`config.mk`:
```
export PLATFORM = sky130hd
export DESIGN_NAME = comparator_flat
export DESIGN_NICKNAME = d
export VERILOG_FILES = /design/src/rtl/comparator_if.sv /design/src/rtl/comparator.sv /design/src/flat_wrapper.sv
export SDC_FILE = /design/constraint.sdc
export NUM_CORES = 1
export LEC_CHECK = 0
export CAP_MARGIN = 25
export CORE_AREA = 2 2 72 74
export CTS_CLUSTER_SIZE = 10
export DETAILED_ROUTE_END_ITERATION = 7
export DIE_AREA = 0 0 74 76
export PLACE_DENSITY = 0.78
export SYNTH_ARGS = -nofsm -noshare
export SYNTH_HDL_FRONTEND = slang
export SYNTH_SLANG_ARGS = --single-unit
```
`constraint.sdc`:
```
create_clock -name clk -period 1.9 [get_ports clk]
set_input_delay 0.19 -clock clk [delete_from_list [all_inputs] [get_ports clk]]
set_output_delay 0.19 -clock clk [all_outputs]
set_load 0.03 [all_outputs]
```
`src/rtl/comparator_if.sv`:
```
// Bus bundle between the MBIST controller and the data comparator:
// compare inputs, magnitude flags and fail-capture results.
interface comparator_if #(
  parameter int WIDTH      = 8,
  parameter int ADDR_WIDTH = 8,
  parameter int CNT_WIDTH  = 16
);
  logic [WIDTH-1:0]      data_t;
  logic [WIDTH-1:0]      ramout;
  logic                  cmp_en;
  logic [ADDR_WIDTH-1:0] addr;
  logic                  clr;

  logic                  gt;
  logic                  eq;
  logic                  lt;
  logic [WIDTH-1:0]      mismatch;
  logic                  fail;
  logic [CNT_WIDTH-1:0]  fail_count;
  logic [ADDR_WIDTH-1:0] first_addr;
  logic [WIDTH-1:0]      first_exp;
  logic [WIDTH-1:0]      first_got;

  modport master (
    output data_t, ramout, cmp_en, addr, clr,
    input  gt, eq, lt, mismatch, fail, fail_count, first_addr, first_exp, first_got
  );

  modport slave (
    input  data_t, ramout, cmp_en, addr, clr,
    output gt, eq, lt, mismatch, fail, fail_count, first_addr, first_exp, first_got
  );
endinterface

```
`src/rtl/comparator.sv`:
```
// MBIST data comparator: combinational unsigned magnitude flags plus a clocked
// capture of the first failing compare and a saturating mismatch count.
module comparator #(
  parameter int WIDTH      = 8,
  parameter int ADDR_WIDTH = 8,
  parameter int CNT_WIDTH  = 16
) (
  input logic         clk,
  input logic         rst,
  comparator_if.slave bus
);

  logic                  gt_w;
  logic                  eq_w;
  logic                  lt_w;
  logic [WIDTH-1:0]      mismatch_w;
  logic                  capture;

  logic                  fail_reg,       fail_next;
  logic [CNT_WIDTH-1:0]  count_reg,      count_next;
  logic [ADDR_WIDTH-1:0] first_addr_reg, first_addr_next;
  logic [WIDTH-1:0]      first_exp_reg,  first_exp_next;
  logic [WIDTH-1:0]      first_got_reg,  first_got_next;

  assign gt_w = (bus.data_t > bus.ramout);
  assign eq_w = (bus.data_t == bus.ramout);
  assign lt_w = (bus.data_t < bus.ramout);

  // Per-bit difference vector shows which data lines disagree.
  generate
    for (genvar gi = 0; gi < WIDTH; gi++) begin : g_mismatch
      assign mismatch_w[gi] = bus.data_t[gi] ^ bus.ramout[gi];
    end
  endgenerate

  assign capture = bus.cmp_en && !eq_w;

  always_comb begin
    fail_next       = fail_reg;
    count_next      = count_reg;
    first_addr_next = first_addr_reg;
    first_exp_next  = first_exp_reg;
    first_got_next  = first_got_reg;
    if (bus.clr) begin
      // Clear wins; the compare sampled with it is discarded.
      fail_next       = 1'b0;
      count_next      = '0;
      first_addr_next = '0;
      first_exp_next  = '0;
      first_got_next  = '0;
    end else if (capture) begin
      fail_next = 1'b1;
      if (count_reg != '1) begin
        count_next = count_reg + CNT_WIDTH'(1);
      end
      if (!fail_reg) begin
        first_addr_next = bus.addr;
        first_exp_next  = bus.data_t;
        first_got_next  = bus.ramout;
      end
    end
  end

  always_ff @(posedge clk or posedge rst) begin
    if (rst) begin
      fail_reg       <= 1'b0;
      count_reg      <= '0;
      first_addr_reg <= '0;
      first_exp_reg  <= '0;
      first_got_reg  <= '0;
    end else begin
      fail_reg       <= fail_next;
      count_reg      <= count_next;
      first_addr_reg <= first_addr_next;
      first_exp_reg  <= first_exp_next;
      first_got_reg  <= first_got_next;
    end
  end

  assign bus.gt         = gt_w;
  assign bus.eq         = eq_w;
  assign bus.lt         = lt_w;
  assign bus.mismatch   = mismatch_w;
  assign bus.fail       = fail_reg;
  assign bus.fail_count = count_reg;
  assign bus.first_addr = first_addr_reg;
  assign bus.first_exp  = first_exp_reg;
  assign bus.first_got  = first_got_reg;

endmodule

```
`src/flat_wrapper.sv`:
```
// flat-port wrapper written by rule: the top's interface ports become plain ports
module comparator_flat 
#(
  parameter int WIDTH      = 8,
  parameter int ADDR_WIDTH = 8,
  parameter int CNT_WIDTH  = 16
)
  (clk, rst, bus_data_t, bus_ramout, bus_cmp_en, bus_addr, bus_clr, bus_gt, bus_eq, bus_lt, bus_mismatch, bus_fail, bus_fail_count, bus_first_addr, bus_first_exp, bus_first_got);
  comparator_if #(.WIDTH(WIDTH), .ADDR_WIDTH(ADDR_WIDTH), .CNT_WIDTH(CNT_WIDTH)) bus_i ();
  input logic clk;
  input logic rst;
  input wire logic [$bits(bus_i.data_t)-1:0] bus_data_t;
  input wire logic [$bits(bus_i.ramout)-1:0] bus_ramout;
  input wire logic [$bits(bus_i.cmp_en)-1:0] bus_cmp_en;
  input wire logic [$bits(bus_i.addr)-1:0] bus_addr;
  input wire logic [$bits(bus_i.clr)-1:0] bus_clr;
  output wire logic [$bits(bus_i.gt)-1:0] bus_gt;
  output wire logic [$bits(bus_i.eq)-1:0] bus_eq;
  output wire logic [$bits(bus_i.lt)-1:0] bus_lt;
  output wire logic [$bits(bus_i.mismatch)-1:0] bus_mismatch;
  output wire logic [$bits(bus_i.fail)-1:0] bus_fail;
  output wire logic [$bits(bus_i.fail_count)-1:0] bus_fail_count;
  output wire logic [$bits(bus_i.first_addr)-1:0] bus_first_addr;
  output wire logic [$bits(bus_i.first_exp)-1:0] bus_first_exp;
  output wire logic [$bits(bus_i.first_got)-1:0] bus_first_got;
  assign bus_i.data_t = bus_data_t;
  assign bus_i.ramout = bus_ramout;
  assign bus_i.cmp_en = bus_cmp_en;
  assign bus_i.addr = bus_addr;
  assign bus_i.clr = bus_clr;
  assign bus_gt = bus_i.gt;
  assign bus_eq = bus_i.eq;
  assign bus_lt = bus_i.lt;
  assign bus_mismatch = bus_i.mismatch;
  assign bus_fail = bus_i.fail;
  assign bus_fail_count = bus_i.fail_count;
  assign bus_first_addr = bus_i.first_addr;
  assign bus_first_exp = bus_i.first_exp;
  assign bus_first_got = bus_i.first_got;
  comparator #(.WIDTH(WIDTH), .ADDR_WIDTH(ADDR_WIDTH), .CNT_WIDTH(CNT_WIDTH)) u_core (.clk(clk), .rst(rst), .bus(bus_i));
endmodule
```
==> impl_metrics.json <==
{
  "outcome": "complete, but fails checks",
  "failed_checks": "setup timing",
  "max_freq_mhz": 522,
  "critical_path.endpoint_type": "primary output",
  "kind_of_start_point_of_the_critical_path": "input pin",
  "max-cap-violations": 0,
  "buffer_ports.inserted": 79,
  "setup_violations": 1,
  "cellLeakagePower_nw": 1.60,
  "route.detailed.drc": 0,
  "worstSetupEndpoint": "bus_lt",
  "first_iter_violations": 132,
  "reg2reg_depth": 5,
  "antenna_found_initial": 0,
  "worstHoldPathType": "in -> reg",
  "post_cts_hold_buffer_count": 0,
  "number_of_nets_with_antenna_violations_after_routing": 0,
  "final_worst_clock_skew_ns": 0.00735,
  "tritoncts.num_buffers": 5,
  "clk_pin_slew_worst_paths_ns": 0.08,
  "internal_power_mw": 1.52,
  "criticalPathCategory": "in -> out",
  "areaGrowthSynthToFinish_pct": 69.9,
  "routabilityCongestion": 0.837,
  "global_route_wire_length_before_repair_um": 9710,
  "synth_area_per_cell_um2": 10.5,
  "ys_dominant_reg_cell": "sky130_fd_sc_hd__dfrtp_1",
  "place_hpwl_um": 4170,
  "netlist_instances": 196,
  "finalHoldWorstSlack_ns": 0.202,
  "viasPerCell": 5.53,
  "detail_route.wl_per_cell_um": 18.0,
  "total_via_count_after_detailed_routing": 2084,
  "p_comb_frac": 0.281,
  "postSynthNetCount": 233,
  "die_width_um": 74,
  "reg2reg_from": "u_core.bus.fail_count[5]",
  "regToRegSetupSlack_ns": 0.13,
  "critPathArrivalTime_ns": 1.72,
  "dpl_cells": 365,
  "die-area_mm2": 0.00562,
  "slew_at_the_pin_with_the_worst_max_slew_slack_ns": 0.402,
  "synth_edf_count": 0,
  "largest_reg_flops": 16,
  "fin_ws_ns": -0.0150,
  "critical_path.reg2reg.endpoint": "u_core.bus.fail_count[11]",
  "cts_root_buf": "sky130_fd_sc_hd__clkbuf_8",
  "netlist-cell-type-count": 37,
  "grt.total_usage": 0.222,
  "final_number_of_max_transition_violations": 0,
  "postSynthRegisterBits": 41,
  "worst_ep_required_time_ns": 1.71,
  "top_level_ports": 80,
  "power.switching_fraction": 0.300,
  "antenna_cells": 0,
  "finalInstanceArea_mm2": 0.00350,
  "clock_power_share": 0.289,
  "number_of_global_route_vias_before_repair": 2056,
  "critical_path_maximum_fanout": 2,
  "clock_tree.buffer_depth": 2,
  "portion_of_the_clock_cycle_consumed_by_the_worst_path_in_the_final_layout": 1.01,
  "fin_crit_ns": 1.91,
  "ys.warnings.count": 0,
  "global_route.overflow_total": 0,
  "placement_rows": 26,
  "final_hold_vio_count": 0,
  "clkSinkCount": 41,
  "synth-async-reset-ratio": 1.00,
  "grt_max_degree": 42,
  "max-slew-margin-rel": 0.731,
  "die_y_um": 76,
  "ir_drop_mv": 0.362,
  "placedInstanceArea_mm2": 0.00312,
  "total_net_switching_power_mw": 0.652,
  "initial_utilization": 0.420,
  "post_route_setup_tns_ns": -0.0150,
  "critical_path.startpoint": "bus_ramout[5]",
  "power_density_mw_per_mm2": 620,
  "total_power_mw": 2.17,
  "drive_above_1_share": 0.277,
  "synth.cell_area_mm2": 0.00206,
  "detailedRoute.firstPassIterationCount": 4,
  "clock_tree_from_tritoncts": "done",
  "worstSkewPairLatency_ns": 0.29,
  "core_outline_area_mm2": 0.00491,
  "synth_seq_area_share": 0.498,
  "num-nets-final": 343,
  "depth_of_the_cts_h_tree": 2,
  "postRouteWirelength_um": 6780,
  "seq_power_share": 0.430,
  "fin_cells": 377
}
Yosys cell counts (3+ instances only):
library cell	number	area, µm²
sky130_fd_sc_hd__and3_1	5	31.3
sky130_fd_sc_hd__xnor2_1	4	35.0
sky130_fd_sc_hd__nand4_2	4	50.1
sky130_fd_sc_hd__nand2_1	6	22.5
sky130_fd_sc_hd__nor3_1	9	45.0
sky130_fd_sc_hd__buf_2	4	20.0
sky130_fd_sc_hd__a21oi_1	7	35.0
sky130_fd_sc_hd__ha_1	9	113
sky130_fd_sc_hd__nor2_1	19	71.3
sky130_fd_sc_hd__a22o_1	24	210
sky130_fd_sc_hd__nor3_2	3	30.0
sky130_fd_sc_hd__dfrtp_1	41	1030
sky130_fd_sc_hd__nand3_1	6	30.0
sky130_fd_sc_hd__inv_1	21	78.8
worst max-delay path: stages:
cell and delay [ns]:
sky130_fd_sc_hd__dlygate4sd2_1 0.25, sky130_fd_sc_hd__inv_2 0.08, sky130_fd_sc_hd__ha_4 0.21, sky130_fd_sc_hd__buf_4 0.14, sky130_fd_sc_hd__a21oi_2 0.15, sky130_fd_sc_hd__o21bai_1 0.12, sky130_fd_sc_hd__a21oi_4 0.22, sky130_fd_sc_hd__o21a_1 0.21
sky130_fd_sc_hd__buf_6 0.15
cell families after synthesis:
kind of cell / share of synthesized area
buffers and inverters: 0.0516
AOI/OAI and AO/OA: 0.187
adders and majority gates: 0.0546
DFF: 0.498
xor gates and xnor gates: 0.0170
and+or+nand+nor: 0.182
muxes: 0.00972
routing by layer:
| metal | vias up | wire length (µm) | share of wire | GRT usage |
|---|---|---|---|---|
| met4 | 0 | 178 | 0.026 | 0.0691 |
| met3 | 16 | 435 | 0.064 | 0.0476 |
| li1 | 939 | - | - | - |
| met2 | 99 | 3320 | 0.49 | 0.368 |
| met1 | 1030 | 2840 | 0.42 | 0.285 |
| met5 | - | 0 | 0 | 0 |
worst min path at each step:
stage	start	to	slack, ns	depth (start not counted)
2_1_floorplan	bus_addr[0]	u_core.bus.first_addr[0]	0.32	1
3_3_place_gp	u_core.bus.first_got[1]	u_core.bus.first_got[1]	0.49	1
3_5_place_dp	u_core.bus.first_addr[7]	u_core.bus.first_addr[7]	0.49	1
4_1_cts	rst	u_core.bus.fail_count[7]	0.27	3
5_1_grt	bus_data_t[2]	u_core.bus.first_exp[2]	0.21	2
6_report	bus_ramout[3]	u_core.bus.first_got[3]	0.20	2
per-stage QoR:
step	setup WS, ns	utilization
after detailed placement	-0.285	0.636
final	-0.0150	0.713
after CTS	0.00337	0.685
after global routing	-0.0599	0.713
after global placement	-0.280	0.636
after floorplan	0.00443	-
final cells by class:
| cell class | instances | area (µm²) |
|---|---|---|
| Clock buffer | 7 | 96.3 |
| Clock inverter | 1 | 5.00 |
| Fill cell | 303 | 1410 |
| Inverter | 21 | 78.8 |
| Multi-Input combinational cell | 128 | 1130 |
| Sequential cell | 41 | 1030 |
| Tap cell | 70 | 87.6 |
| Timing Repair Buffer | 109 | 1070 |
placed cells by master (no fill, tap or decap), types with 5 or more instances in the layout:
| master | Yosys | final |
|---|---|---|
| sky130_fd_sc_hd__clkdlybuf4s50_1 | 0 | 54 |
| sky130_fd_sc_hd__dfrtp_1 | 41 | 40 |
| sky130_fd_sc_hd__buf_4 | 0 | 33 |
| sky130_fd_sc_hd__a22o_1 | 24 | 24 |
| sky130_fd_sc_hd__nor2_1 | 19 | 18 |
| sky130_fd_sc_hd__inv_1 | 21 | 15 |
| sky130_fd_sc_hd__dlymetal6s2s_1 | 0 | 9 |
| sky130_fd_sc_hd__ha_4 | 0 | 8 |
| sky130_fd_sc_hd__clkbuf_8 | 0 | 7 |
| sky130_fd_sc_hd__nor3_1 | 9 | 6 |
| sky130_fd_sc_hd__nand2_1 | 6 | 6 |
| sky130_fd_sc_hd__inv_2 | 0 | 6 |
| sky130_fd_sc_hd__and3_1 | 5 | 5 |
| sky130_fd_sc_hd__nand3_1 | 6 | 5 |
| sky130_fd_sc_hd__nor3_2 | 3 | 5 |
| sky130_fd_sc_hd__dlygate4sd2_1 | 0 | 5 |
power by group through the flow:
stage | logic (mW) | clock network (mW) | registers [mW]
3_5_place_dp | 0.513 | 0 | 0.947
6_report | 0.611 | 0.628 | 0.933
3_3_place_gp | 0.507 | 0 | 0.945
2_1_floorplan | 0.179 | 0 | 1.02
4_1_cts | 0.560 | 0.652 | 0.930
5_1_grt | 0.643 | 0.684 | 0.936
timing repair:
item	in CTS	in global routing
gates cloned	0	2
buffers inserted	1	2
endpoints found under the hold margin	0	0
pin swaps	7	9
endpoints found under the setup margin	3	32
gates resized for setup	25	23
(Power assumes the default switching activity.)
==> RTL edit: new RTL, same settings <==
`CNT_WIDTH` is set to 16 in 3 places; all go to 18.
--- a/src/rtl/comparator_if.sv
+++ b/src/rtl/comparator_if.sv
@@ -4,5 +4,5 @@
   parameter int WIDTH      = 8,
   parameter int ADDR_WIDTH = 8,
-  parameter int CNT_WIDTH  = 16
+  parameter int CNT_WIDTH  = 18
 );
   logic [WIDTH-1:0]      data_t;
--- a/src/rtl/comparator.sv
+++ b/src/rtl/comparator.sv
@@ -4,5 +4,5 @@
   parameter int WIDTH      = 8,
   parameter int ADDR_WIDTH = 8,
-  parameter int CNT_WIDTH  = 16
+  parameter int CNT_WIDTH  = 18
 ) (
   input logic         clk,
--- a/src/flat_wrapper.sv
+++ b/src/flat_wrapper.sv
@@ -4,5 +4,5 @@
   parameter int WIDTH      = 8,
   parameter int ADDR_WIDTH = 8,
-  parameter int CNT_WIDTH  = 16
+  parameter int CNT_WIDTH  = 18
 )
   (clk, rst, bus_data_t, bus_ramout, bus_cmp_en, bus_addr, bus_clr, bus_gt, bus_eq, bus_lt, bus_mismatch, bus_fail, bus_fail_count, bus_first_addr, bus_first_exp, bus_first_got);
Ports: changed (resized bus_fail_count); port bits go from 80 to 82. No check against the original RTL was run, so the function may have changed too.
==> RTL edit against the unedited design <==
Sequential share of layout area is 1.7 points higher. Sequential cell count is 2 higher. Power is 5.1% lower. Synthesized area is 5.7% higher. Routed wire length is 14% lower. Worst setup slack better by 0.10 ns. Final area is 0.61% lower. Global-route usage is 0.19 points lower. Hold slack better by 0.016 ns. First-iteration DRC count is 13% lower.
==> RTL edit: results <==
[detailed_routing]
route.met2.wl_um = 2970
met3_length_um = 359
wire_per_inst_um = 15.2
wirelength_met1_um = 2400
vias_per_cell = 5.19
vias = 1981
drt_iter0_markers = 115

[logic_synthesis]
synth_area_per_cell_um2 = 10.9
syn-instance-count = 200
synthFlopType = "dfrtp_1"
synth_commonest_cells = "43 x dfrtp_1, 24 x a22o_1, 21 x inv_1, 18 x nor2_1, 12 x xnor2_1"
synthDistinctLibCells = 39
ys_seq_area_share_pct = 49.4
syn_nets = 237
synthTopCellsByArea = "dfrtp_1 49%, a22o_1 9.6%, ha_1 5.2%"
yosysWarningCount = 0

[placement]
gp_congestion = 0.784
place_area_um2 = 3300
port_buffers = 81
dp.cells = 373
dp_hpwl_um = 4200
place_ws_ns = -0.390

[clock_network]
h-tree-depth = 2
clock_latency_ns = 0.29

[final_layout]
n_all_buffers = 113
nFillCells = 366
seq_cell_count = 43
multi_input_area_share_pct = 31.8
buffer_area_share_pct = 30.1
inverters = 21
clock_area_share_pct = 2.34
multi_input_cells = 127
utilization_pct = 70.9
sh_seq_area_pct = 31.0
largest_register_ffs = 18
final_nets = 348
drive_gt1_share_pct = 26.9

[status]
status = "complete, no violations"

[global_route]
grtUsageMet1_pct = 28.0
use_met3_pct = 5.29
grt_max_degree = 25
grt_usage_pct = 22.0
grt_pass1_vias = 2070
gr-usage-met2_pct = 36.4

[timing]
setup_tns_ns = 0
fin_skew_ns = 0.00379
worstMarginPinSlew_ns = 0.787

[worst_setup_path]
crit_arrival_ns = 2.00
cp_slowest_cell = "dfrtp_2"
crit_path_max_incr_delay_ns = 0.44
path_max_fanout = 7
crit_family = "simple AND/OR/NAND/NOR gates"

[power]
leakage_nw = 1.54
p_int_mw = 1.45
ir_worst_vdd_uv = 367
RTL edit: logic make-up after synthesis:
family / synth area share, %
and+or+nand+nor: 12.9
AOI/OAI and AO/OA: 20.9
buffers and inverters: 5.63
adders and majority gates: 5.17
muxes: 1.15
xor gates and xnor gates: 4.82
DFF: 49.4
RTL edit: power by group through the flow:
stage                     registers [mW]  logic [mW]  clock network [mW]
after detailed placement           0.994       0.514                   0
after floorplan                     1.06       0.182                   0
after global placement             0.993       0.504                   0
final                              0.977       0.534               0.549
after CTS                          0.977       0.530               0.571
after global routing               0.982       0.574               0.602
RTL edit: worst paths after layout:
| kind | cells after the start | slack, ns | end | from |
|---|---|---|---|---|
| setup / recovery | 7 | 0.09 | u_core.bus.fail_count[8] | u_core.bus.fail_count[1] |
| hold / removal | 2 | 0.22 | u_core.bus.first_exp[2] | bus_data_t[2] |
| setup reg to reg | 7 | 0.09 | u_core.bus.fail_count[8] | u_core.bus.fail_count[1] |
| hold reg to reg | 1 | 0.51 | u_core.bus.first_exp[7] | u_core.bus.first_exp[7] |
| max in group asynchronous | 3 | 1.12 | u_core.bus.fail_count[1] | rst |
| min in group asynchronous | 2 | 0.25 | u_core.bus.first_addr[0] | rst |
RTL edit: worst reg2reg max path: cells and delay by family, from the launching register on:
| family | cells | cell delay, ns |
|---|---|---|
| XOR/XNOR | 1 | 0.16 |
| adder cells (fa/ha/maj) | 1 | 0.17 |
| flip-flops | 1 | 0.44 |
| AND/OR/NAND/NOR | 3 | 0.48 |
| buffers and inverters | 1 | 0.17 |
| AO/OA/AOI/OAI | 1 | 0.28 |
RTL edit: timing repair:
action	CTS	global route
pin swaps	10	1
setup buffers	1	0
gates resized for setup	32	4
endpoints found under the setup margin	39	8
